## config.mk

```make
export PLATFORM = sky130hd
export DESIGN_NAME = fbuf_read_arbiter
export DESIGN_NICKNAME = d
export VERILOG_FILES = /design/src/rtl/fbuf_read_arbiter_pkg.sv /design/src/rtl/fbuf_read_arbiter_tag_pipe.sv /design/src/rtl/fbuf_read_arbiter.sv
export SDC_FILE = /design/constraint.sdc
export NUM_CORES = 1
export LEC_CHECK = 0
export ABC_AREA = 1
export CAP_MARGIN = 20
export CORE_AREA = 8 8 84 116
export CTS_BUF_LIST = sky130_fd_sc_hd__clkbuf_4 sky130_fd_sc_hd__clkbuf_8
export DETAILED_ROUTE_END_ITERATION = 7
export DIE_AREA = 0 0 92 124
export PLACE_DENSITY_LB_ADDON = 0.1
export RECOVER_POWER = 25
export SETUP_SLACK_MARGIN = 0.1
export SLEW_MARGIN = 20
export SYNTH_ARGS = -nofsm -noshare
export SYNTH_HDL_FRONTEND = slang
export SYNTH_SLANG_ARGS = --single-unit
```

## constraint.sdc

```tcl
create_clock -name i_p_clk -period 2.8 [get_ports i_p_clk]
set_clock_uncertainty 0.1 [all_clocks]
set_input_delay 0.7 -clock i_p_clk [delete_from_list [all_inputs] [get_ports i_p_clk]]
set_output_delay 0.7 -clock i_p_clk [all_outputs]
set_load 0.005 [all_outputs]
```

## src/rtl/fbuf_read_arbiter_pkg.sv

```systemverilog
// Shared colour-detect definitions: sampler FSM states, read owner tags,
// and the default frame buffer geometry.
package fbuf_read_arbiter_pkg;

  // 640x480 frame of 16-bit words.
  localparam int FBUF_DEPTH_DEFAULT = 307200;

  // Sampler request tracking.
  typedef enum logic [1:0] {
    S_IDLE = 2'd0,
    S_WAIT = 2'd1,
    S_PEND = 2'd2
  } smp_state_t;

  // Owner of a read travelling down the tag pipe.
  localparam logic TAG_DISP = 1'b0;
  localparam logic TAG_SMP  = 1'b1;

endpackage

```

## src/rtl/fbuf_read_arbiter_tag_pipe.sv

```systemverilog
// Owner tag / valid delay line: carries each issued read alongside the
// frame buffer latency so the return can be steered to its requester.
module rd_tag_pipe #(
  parameter int RD_LAT = 1
) (
  input  logic i_p_clk,
  input  logic i_rstn,
  input  logic i_vld,
  input  logic i_tag,
  output logic o_vld,
  output logic o_tag
);

  logic [RD_LAT-1:0] vld_q;
  logic [RD_LAT-1:0] tag_q;

  // Shift the issued-read marker and its owner one stage per cycle.
  always_ff @(posedge i_p_clk) begin
    // NOTE: the delay line is reset (not left as plain storage) because a
    // stale valid bit surviving reset would produce a spurious return.
    if (!i_rstn) begin
      vld_q <= '0;
      tag_q <= '0;
    end else begin
      vld_q[0] <= i_vld;
      tag_q[0] <= i_tag;
      for (int i = 1; i < RD_LAT; i++) begin
        vld_q[i] <= vld_q[i-1];
        tag_q[i] <= tag_q[i-1];
      end
    end
  end

  assign o_vld = vld_q[RD_LAT-1];
  assign o_tag = tag_q[RD_LAT-1];

endmodule

```

## src/rtl/fbuf_read_arbiter.sv

```systemverilog
// Frame buffer read arbiter: the display scan-out always wins; the colour
// sampler is granted one read at a time in display-idle cycles. The frame
// buffer returns i_rdata RD_LAT-1 cycles after the o_ren cycle, and the
// arbiter registers it, so o_*_valid lands RD_LAT cycles after o_ren.
module fbuf_read_arbiter
  import fbuf_read_arbiter_pkg::*;
#(
  parameter int FBUF_DEPTH = FBUF_DEPTH_DEFAULT,
  parameter int ADDR_W     = 19,
  parameter int RD_LAT     = 1,
  parameter int STARVE_LIM = 1024
) (
  input  logic              i_p_clk,
  input  logic              i_rstn,
  input  logic              i_disp_req,
  input  logic [ADDR_W-1:0] i_disp_addr,
  output logic [15:0]       o_disp_rdata,
  output logic              o_disp_valid,
  input  logic              i_smp_req,
  input  logic [ADDR_W-1:0] i_smp_addr,
  output logic              o_smp_gnt,
  output logic [15:0]       o_smp_rdata,
  output logic              o_smp_valid,
  output logic [ADDR_W-1:0] o_raddr,
  output logic              o_ren,
  input  logic [15:0]       i_rdata,
  output logic              o_addr_err,
  output logic              o_smp_starve
);

  localparam int                CNT_W   = $clog2(STARVE_LIM + 1);
  localparam logic [CNT_W-1:0]  LIM     = CNT_W'(STARVE_LIM);
  localparam logic [31:0]       DEPTH_U = 32'(FBUF_DEPTH);

  smp_state_t        state;
  logic [CNT_W-1:0]  wait_cnt;
  logic              serve_smp;
  logic              smp_blocked;
  logic              issue;
  logic              issue_tag;
  logic              addr_bad;
  logic [ADDR_W-1:0] sel_addr;
  logic              tp_vld;
  logic              tp_tag;

  // Pick this cycle's reader: display first, sampler only with nothing pending.
  always_comb begin
    // NOTE: every always_comb output gets a value on every path, so no
    // latch can be inferred.
    serve_smp   = !i_disp_req && i_smp_req && (state != S_PEND);
    smp_blocked = i_disp_req && i_smp_req && (state != S_PEND);
    issue       = i_disp_req || serve_smp;
    issue_tag   = i_disp_req ? TAG_DISP : TAG_SMP;
    sel_addr    = i_disp_req ? i_disp_addr : i_smp_addr;
    addr_bad    = issue && (32'(sel_addr) >= DEPTH_U);
  end

  // Register the frame buffer read port; out-of-range reads go to word 0.
  always_ff @(posedge i_p_clk) begin
    // NOTE: registers use non-blocking assignments so every flop samples
    // the pre-edge values regardless of statement order.
    if (!i_rstn) begin
      o_raddr    <= '0;
      o_ren      <= 1'b0;
      o_addr_err <= 1'b0;
    end else begin
      o_ren      <= issue;
      o_addr_err <= addr_bad;
      if (issue) begin
        o_raddr <= addr_bad ? '0 : sel_addr;
      end
    end
  end

  // Sampler FSM with grant pulse, hold-off counter and sticky starvation flag.
  always_ff @(posedge i_p_clk) begin
    if (!i_rstn) begin
      state        <= S_IDLE;
      o_smp_gnt    <= 1'b0;
      wait_cnt     <= '0;
      o_smp_starve <= 1'b0;
    end else begin
      o_smp_gnt <= serve_smp;
      case (state)
        S_IDLE: begin
          if (serve_smp)        state <= S_PEND;
          else if (smp_blocked) state <= S_WAIT;
        end
        S_WAIT: begin
          if (serve_smp)       state <= S_PEND;
          else if (!i_smp_req) state <= S_IDLE;
        end
        S_PEND: begin
          if (o_smp_valid) state <= S_IDLE;
        end
        default: state <= S_IDLE;
      endcase
      // Counts cycles the sampler is held off by display; an abandoned
      // request keeps its count, only a grant clears it.
      if (serve_smp) begin
        wait_cnt <= '0;
      end else if (smp_blocked && (wait_cnt != LIM)) begin
        wait_cnt <= wait_cnt + CNT_W'(1);
      end
      if (wait_cnt == LIM) begin
        o_smp_starve <= 1'b1;
      end
    end
  end

  rd_tag_pipe #(
    .RD_LAT (RD_LAT)
  ) u_tag_pipe (
    .i_p_clk (i_p_clk),
    .i_rstn  (i_rstn),
    .i_vld   (issue),
    .i_tag   (issue_tag),
    .o_vld   (tp_vld),
    .o_tag   (tp_tag)
  );

  // Steer returning data to its owner; rdata holds between valids.
  always_ff @(posedge i_p_clk) begin
    if (!i_rstn) begin
      o_disp_valid <= 1'b0;
      o_smp_valid  <= 1'b0;
      o_disp_rdata <= '0;
      o_smp_rdata  <= '0;
    end else begin
      o_disp_valid <= tp_vld && (tp_tag == TAG_DISP);
      o_smp_valid  <= tp_vld && (tp_tag == TAG_SMP);
      if (tp_vld && (tp_tag == TAG_DISP)) o_disp_rdata <= i_rdata;
      if (tp_vld && (tp_tag == TAG_SMP))  o_smp_rdata  <= i_rdata;
    end
  end

endmodule

```

==> run metrics, run 1 <==
status finished clean; Cell Rows 39; die area 11400 µm²; syn avg cell area 7.11 µm²; DRC 0; flop2flop setup slack 690 ps; post-CTS setup buffers 0; Comb power frac 16.1%; commonest non-fill, non-tap cells in the layout 114 x nand2_1, 112 x clkdlybuf4s50_1, 84 x nor2_1, 71 x dfxtp_1, 34 x o21ai_0; Clock power frac 37.6%; htree depth 3; Clk pin slew, worst setup/hold paths 70 ps; Sequential Power Share 46.2%; CTS Buf Count 9; Net Switching 560 µW; Congestion Overflow GR 0; Synth top area share 45.9%; sequential share of the synthesized area 45.9%; Routed WL 8.82 mm; crit path DAT 2410 ps; Max Root-Sink Buffers 2; vias in the first global route 3000; commonest non-fill, non-tap cell in the layout nand2_1; CP startpoint i_rstn; Num Clock Sinks 71; antenna viol nets, final 0; Slowest Stage Delay on Critical Path 920 ps; DRT Pass-1 Iters 4; Slew Limit Fails 0; clk_lat worst skew 330 ps; worst reg2reg path startpoint u_tag_pipe.o_vld; largest area contributor in the netlist dfxtp_1; Final Hold Violating Endpoints 0; I/O pin total 115; Initial Utilization 38.7%; required time of the worst setup path 2880 ps; Post-CTS Resized 0; Final WS setup 469 ps; routed length per placed instance 13.5 µm; Die X 92 µm; fin cells 655; synthesized instance count 436; syn_nets 496; # nets final 609; Reg-to-Reg End o_disp_rdata[8]; routed vias/inst 4.73; CTS tree built; Worst Tran Pin Value 1260 ps; ANT cells 0; reg2reg path depth 6; fmax 0.429 GHz; total power after layout 2360 µW; fin crit share 83.2%; Yosys Warn Count 0; crit path to o_disp_valid; crit path time final 2330 ps; Port Buffers 114; number of synthesized register bits 71; antenna violations before repair 0; WS Path Type primary input to flip-flop; HPWL after detailed placement 6.65 mm; global-route wire length before repair 14.3 mm; setup TNS 0 ps; unique cell type count in the Yosys netlist 28; initial DRC count 135; switching part of the total 23.7%; CP Cell Sequence dlygate4sd3_1 -> clkinv_1 -> clkbuf_1 -> nor2_1; Hold Path Stages 1; P_int 1800 µW; Placed Cells 640; placed cell area 4310 µm²; Worst Setup End Kind flip-flop; worst slack at placement 244 ps; Fill cells 821; largest net degree at the start of global routing 34; CP startpoint kind primary input; All-Layer GR Usage 15.5%; Layout area overhead 45.9%; Post-Syn Area 3100 µm²; top post-synthesis cells by area dfxtp_1 46%, nand2_1 14%, nor2_1 10%, o21ai_0 5.5%, a21oi_1 4.7%; Max rail drop VDD 0.000379 V; slowest CP cell clkbuf_1; Min-Delay Path Class flip-flop to flip-flop; CTS root buf clkbuf_8; Setup-failing EPs final 0; Max Cap Viol 0; power per cell area 522 nW/µm²; fin area 4520 µm²; hold_buf cts 0; height of the die 124 µm; leak pwr 0.00185 µW; routability cong. 0.805; core area 8000 µm²; RSZ-0062 raised after global routing no; Rel. slew slack 15.8%; CP max FO 27; layout cells sized above 1 5.79%; via count 3096
registers in the layout (all words and copies together), names as in the netlist, 2 cells and up:
register	count
o_disp_rdata	16
o_raddr	19
o_smp_rdata	16
state	2
wait_cnt	11
cell families (layout without fill, tap and decap cells):
logic type / after synthesis / count (layout) / share of synthesized area (%)
compound gates: 68 / 68 / 11.7
xor+xnor: 6 / 6 / 1.70
fa+ha+maj: 2 / 2 / 0.807
buf+inv: 51 / 168 / 7.87
flops: 71 / 71 / 45.9
simple gates: 238 / 238 / 32.0
metal layers:
metal	GRT usage [%]	up-vias	share of wire (%)
met5	0	-	0
met4	6.67	0	1.5
met3	5.49	11	7.2
met2	27.4	89	51
met1	16.3	1376	41
li1	-	1620	-
cell usage after synthesis:
| master | count |
|---|---|
| o21ai_0 | 34 |
| ha_1 | 2 |
| nor2_1 | 84 |
| o21bai_1 | 1 |
| a21oi_1 | 29 |
| nand2_2 | 2 |
| buf_4 | 3 |
| buf_1 | 1 |
| buf_6 | 4 |
| nand4_1 | 22 |
| clkinv_1 | 2 |
| nand2_1 | 114 |
| dfxtp_1 | 71 |
| nand3_2 | 1 |
| a211oi_2 | 1 |
| inv_2 | 1 |
| nor3_1 | 4 |
| clkbuf_1 | 8 |
| o21a_1 | 1 |
| inv_1 | 24 |
| o21ai_1 | 1 |
| nor4_1 | 1 |
| xor2_1 | 6 |
| nand3_1 | 8 |
| o21ai_4 | 1 |
| inv_4 | 1 |
| buf_2 | 7 |
| nand2_4 | 2 |
worst max-delay path, delay by kind of cell:
family        cells  cell delay, ps
buf+inv           3            1590
simple gates      1             120
power groups by stage:
stage	sequential [µW]	combinational [µW]	clock [µW]
final	1090	381	889
after global routing	1100	423	959
after CTS	1090	388	912
after detailed placement	1120	387	0
after global placement	1110	384	0
after floorplan	1110	163	0
metrics by stage:
step	hold slack [ps]	utilization, %
after global placement	334	53.9
after detailed placement	346	53.9
after CTS	357	56.6
final	358	56.5
after floorplan	324	-
after global routing	389	56.5
worst min-delay path by stage:
stage | startpoint | endpoint
after floorplan | state[1] | state[0]
final | state[1] | state[0]
after CTS | state[1] | state[0]
after global routing | state[1] | state[0]
after global placement | state[1] | state[0]
after detailed placement | state[1] | state[0]
area by class of cell:
cell class	count	area (µm²)	share of cell area, %
clock buffers	11	145	3.21
clock inverters	4	70.1	1.55
inverters	28	108	2.38
multi-input cells	314	1430	31.7
flip-flops and latches	71	1420	31.4
well taps	102	128	2.82
repair buffers	125	1220	26.9
No activity file was read; power rests on OpenSTA's default activity.
==> run 2, diff against run 1 <==
==> constraint.sdc (replaced) <==
create_clock -name i_p_clk -period 1.9 [get_ports i_p_clk]
set_clock_uncertainty 0.1 [all_clocks]
set_input_delay 0.475 -clock i_p_clk [delete_from_list [all_inputs] [get_ports i_p_clk]]
set_output_delay 0.475 -clock i_p_clk [all_outputs]
set_load 0.005 [all_outputs]
==> run 2 against run 1 <==
Effect of this change:
- count of clock-buffer cells in the layout shrank 1
- sequential power grew 48%
- die area is the same
- critical path type is now flip-flop to output pin
- highest routed layer unchanged
- largest cell class unchanged
- critical path depth shrank 3
- sequential share of layout area shrank 0.72 points
- clock power grew 34%
==> run metrics, run 2 (synthesis gave the netlist of run 1 again) <==
vias in the first global route 3199; fin area 4660 µm²; fmax 0.571 GHz; layout cells sized above 1 10.7%; slowest CP cell clkdlybuf4s50_1; Setup-failing EPs final 0; htree depth 3; CTS tree built; routed length per placed instance 13.4 µm; Min-Delay Path Class flip-flop to flip-flop; reg2reg path depth 8; All-Layer GR Usage 16.3%; Port Buffers 114; CP startpoint kind flip-flop; Initial Utilization 38.7%; worst slack at placement -401 ps; Final Core Density 58.2%; CP max FO 1; Max Cap Viol 0; ANT cells 0; Reg area 1430 µm²; die area 11400 µm²; Max rail drop VDD 0.000463 V; Cell Rows 39; placed cell area 4450 µm²; routability cong. 0.837; Worst Setup End Kind output pin; # nets final 627; HPWL after detailed placement 6.86 mm; Reg-to-Reg End wait_cnt[5]; Worst Tran Pin Value 559 ps; Rel. slew slack 62.8%; RSZ-0062 raised after global routing no; Clk pin slew, worst setup/hold paths 70 ps; Hold Startpoint state[1]; core area 8000 µm²; Die X 92 µm; top flop regs o_raddr (19), o_disp_rdata (16), o_smp_rdata (16); antenna viol nets, final 0; Buf/Inv on CP 1; largest reg by FF count o_raddr; Final WS setup 148 ps; Layout area overhead 50.3%; routed vias/inst 4.72; crit path DAT 1180 ps; Largest register FFs 19; Hold Path Stages 1; commonest non-fill, non-tap cells in the layout 114 x nand2_1, 84 x nor2_1, 64 x dfxtp_1, 57 x clkdlybuf4s50_1, 39 x dlygate4sd2_1; leak pwr 0.00223 µW; CTS Buf Count 9; DRC 0; via count 3182; Slew Limit Fails 0; crit path time final 1750 ps; Num Clock Sinks 71; largest net degree at the start of global routing 34; DRT Pass-1 Iters 4; height of the die 124 µm; total power after layout 3370 µW; clk_lat worst skew 350 ps; commonest non-fill, non-tap cell in the layout nand2_1; antenna violations before repair 0; power per cell area 724 nW/µm²; fin crit share 92.2%; global-route wire length before repair 14.8 mm; hold_buf cts 0; Congestion Overflow GR 0; I/O pin total 115; initial DRC count 204; Multi-input gate area 1440 µm²; WS Path Type flip-flop to output pin; Slowest Stage Delay on Critical Path 510 ps; Max Root-Sink Buffers 2; required time of the worst setup path 1320 ps; Routed WL 9.03 mm; Hold Path Sink state[0]; Final Hold Violating Endpoints 0; status finished clean; CTS root buf clkbuf_8; Fill cells 767; CP Cell Sequence clkdlybuf4s50_1; Top delay family on crit path buffers and inverters; worst reg2reg path startpoint wait_cnt[0]; flop2flop setup slack 290 ps
[run 2: cell types whose count changed in the layout (fill, tap and decap cells not counted), moves of 7 or more]
cell             delta
dlymetal6s2s_1      +8
dfxtp_1             -7
dfxtp_2             +7
clkdlybuf4s25_1     +9
buf_4              +16
clkdlybuf4s50_1    -55
dlygate4sd2_1      +39
[run 2: how the worst max path moves through the flow]
stage                     slack, ps  cells past startpoint         start            to
after global placement         -350                      9    i_disp_req   o_raddr[14]
after CTS                       100                      1  o_smp_starve  o_smp_starve
after detailed placement       -400                      9    i_disp_req    o_raddr[1]
after floorplan                 270                     11    i_disp_req   o_raddr[18]
final                           150                      1  o_disp_valid  o_disp_valid
after global routing            100                      1  o_disp_valid  o_disp_valid
[run 2: stage by stage]
stage	cells	hold WS, ps	setup TNS (ps)
detailed placement	656	342	-9530
global placement	656	341	-8490
floorplan	436	324	0
CTS	674	352	0
finish	674	349	0
global route	674	375	0
[run 2: final cells by class]
class,instances,area share (%)
Inverter,28,2.31
Sequential cell,71,30.7
Tap cell,102,2.74
Clock buffer,10,2.96
Multi-Input combinational cell,314,31.0
Timing Repair Buffer,143,29.0
Clock inverter,6,1.29
[run 2: power by group]
| group | switching [µW] | leakage, µW | internal, µW |
|---|---|---|---|
| sequential | 40.4 | 0.000584 | 1570 |
| clock | 556 | 0.0000981 | 634 |
| combinational | 263 | 0.00155 | 312 |
[run 2: layer usage]
metal / global-route usage [%] / wire, µm
met1: 17.4 / 3750
met2: 27.4 / 4510
met3: 6.45 / 533
met4: 8.39 / 231
met5: 0 / 0
[run 2: what timing repair did]
action,in CTS,in global routing
pin swaps,1,0
setup endpoints to repair,58,19
gates resized for setup,47,19
buffers inserted,2,0
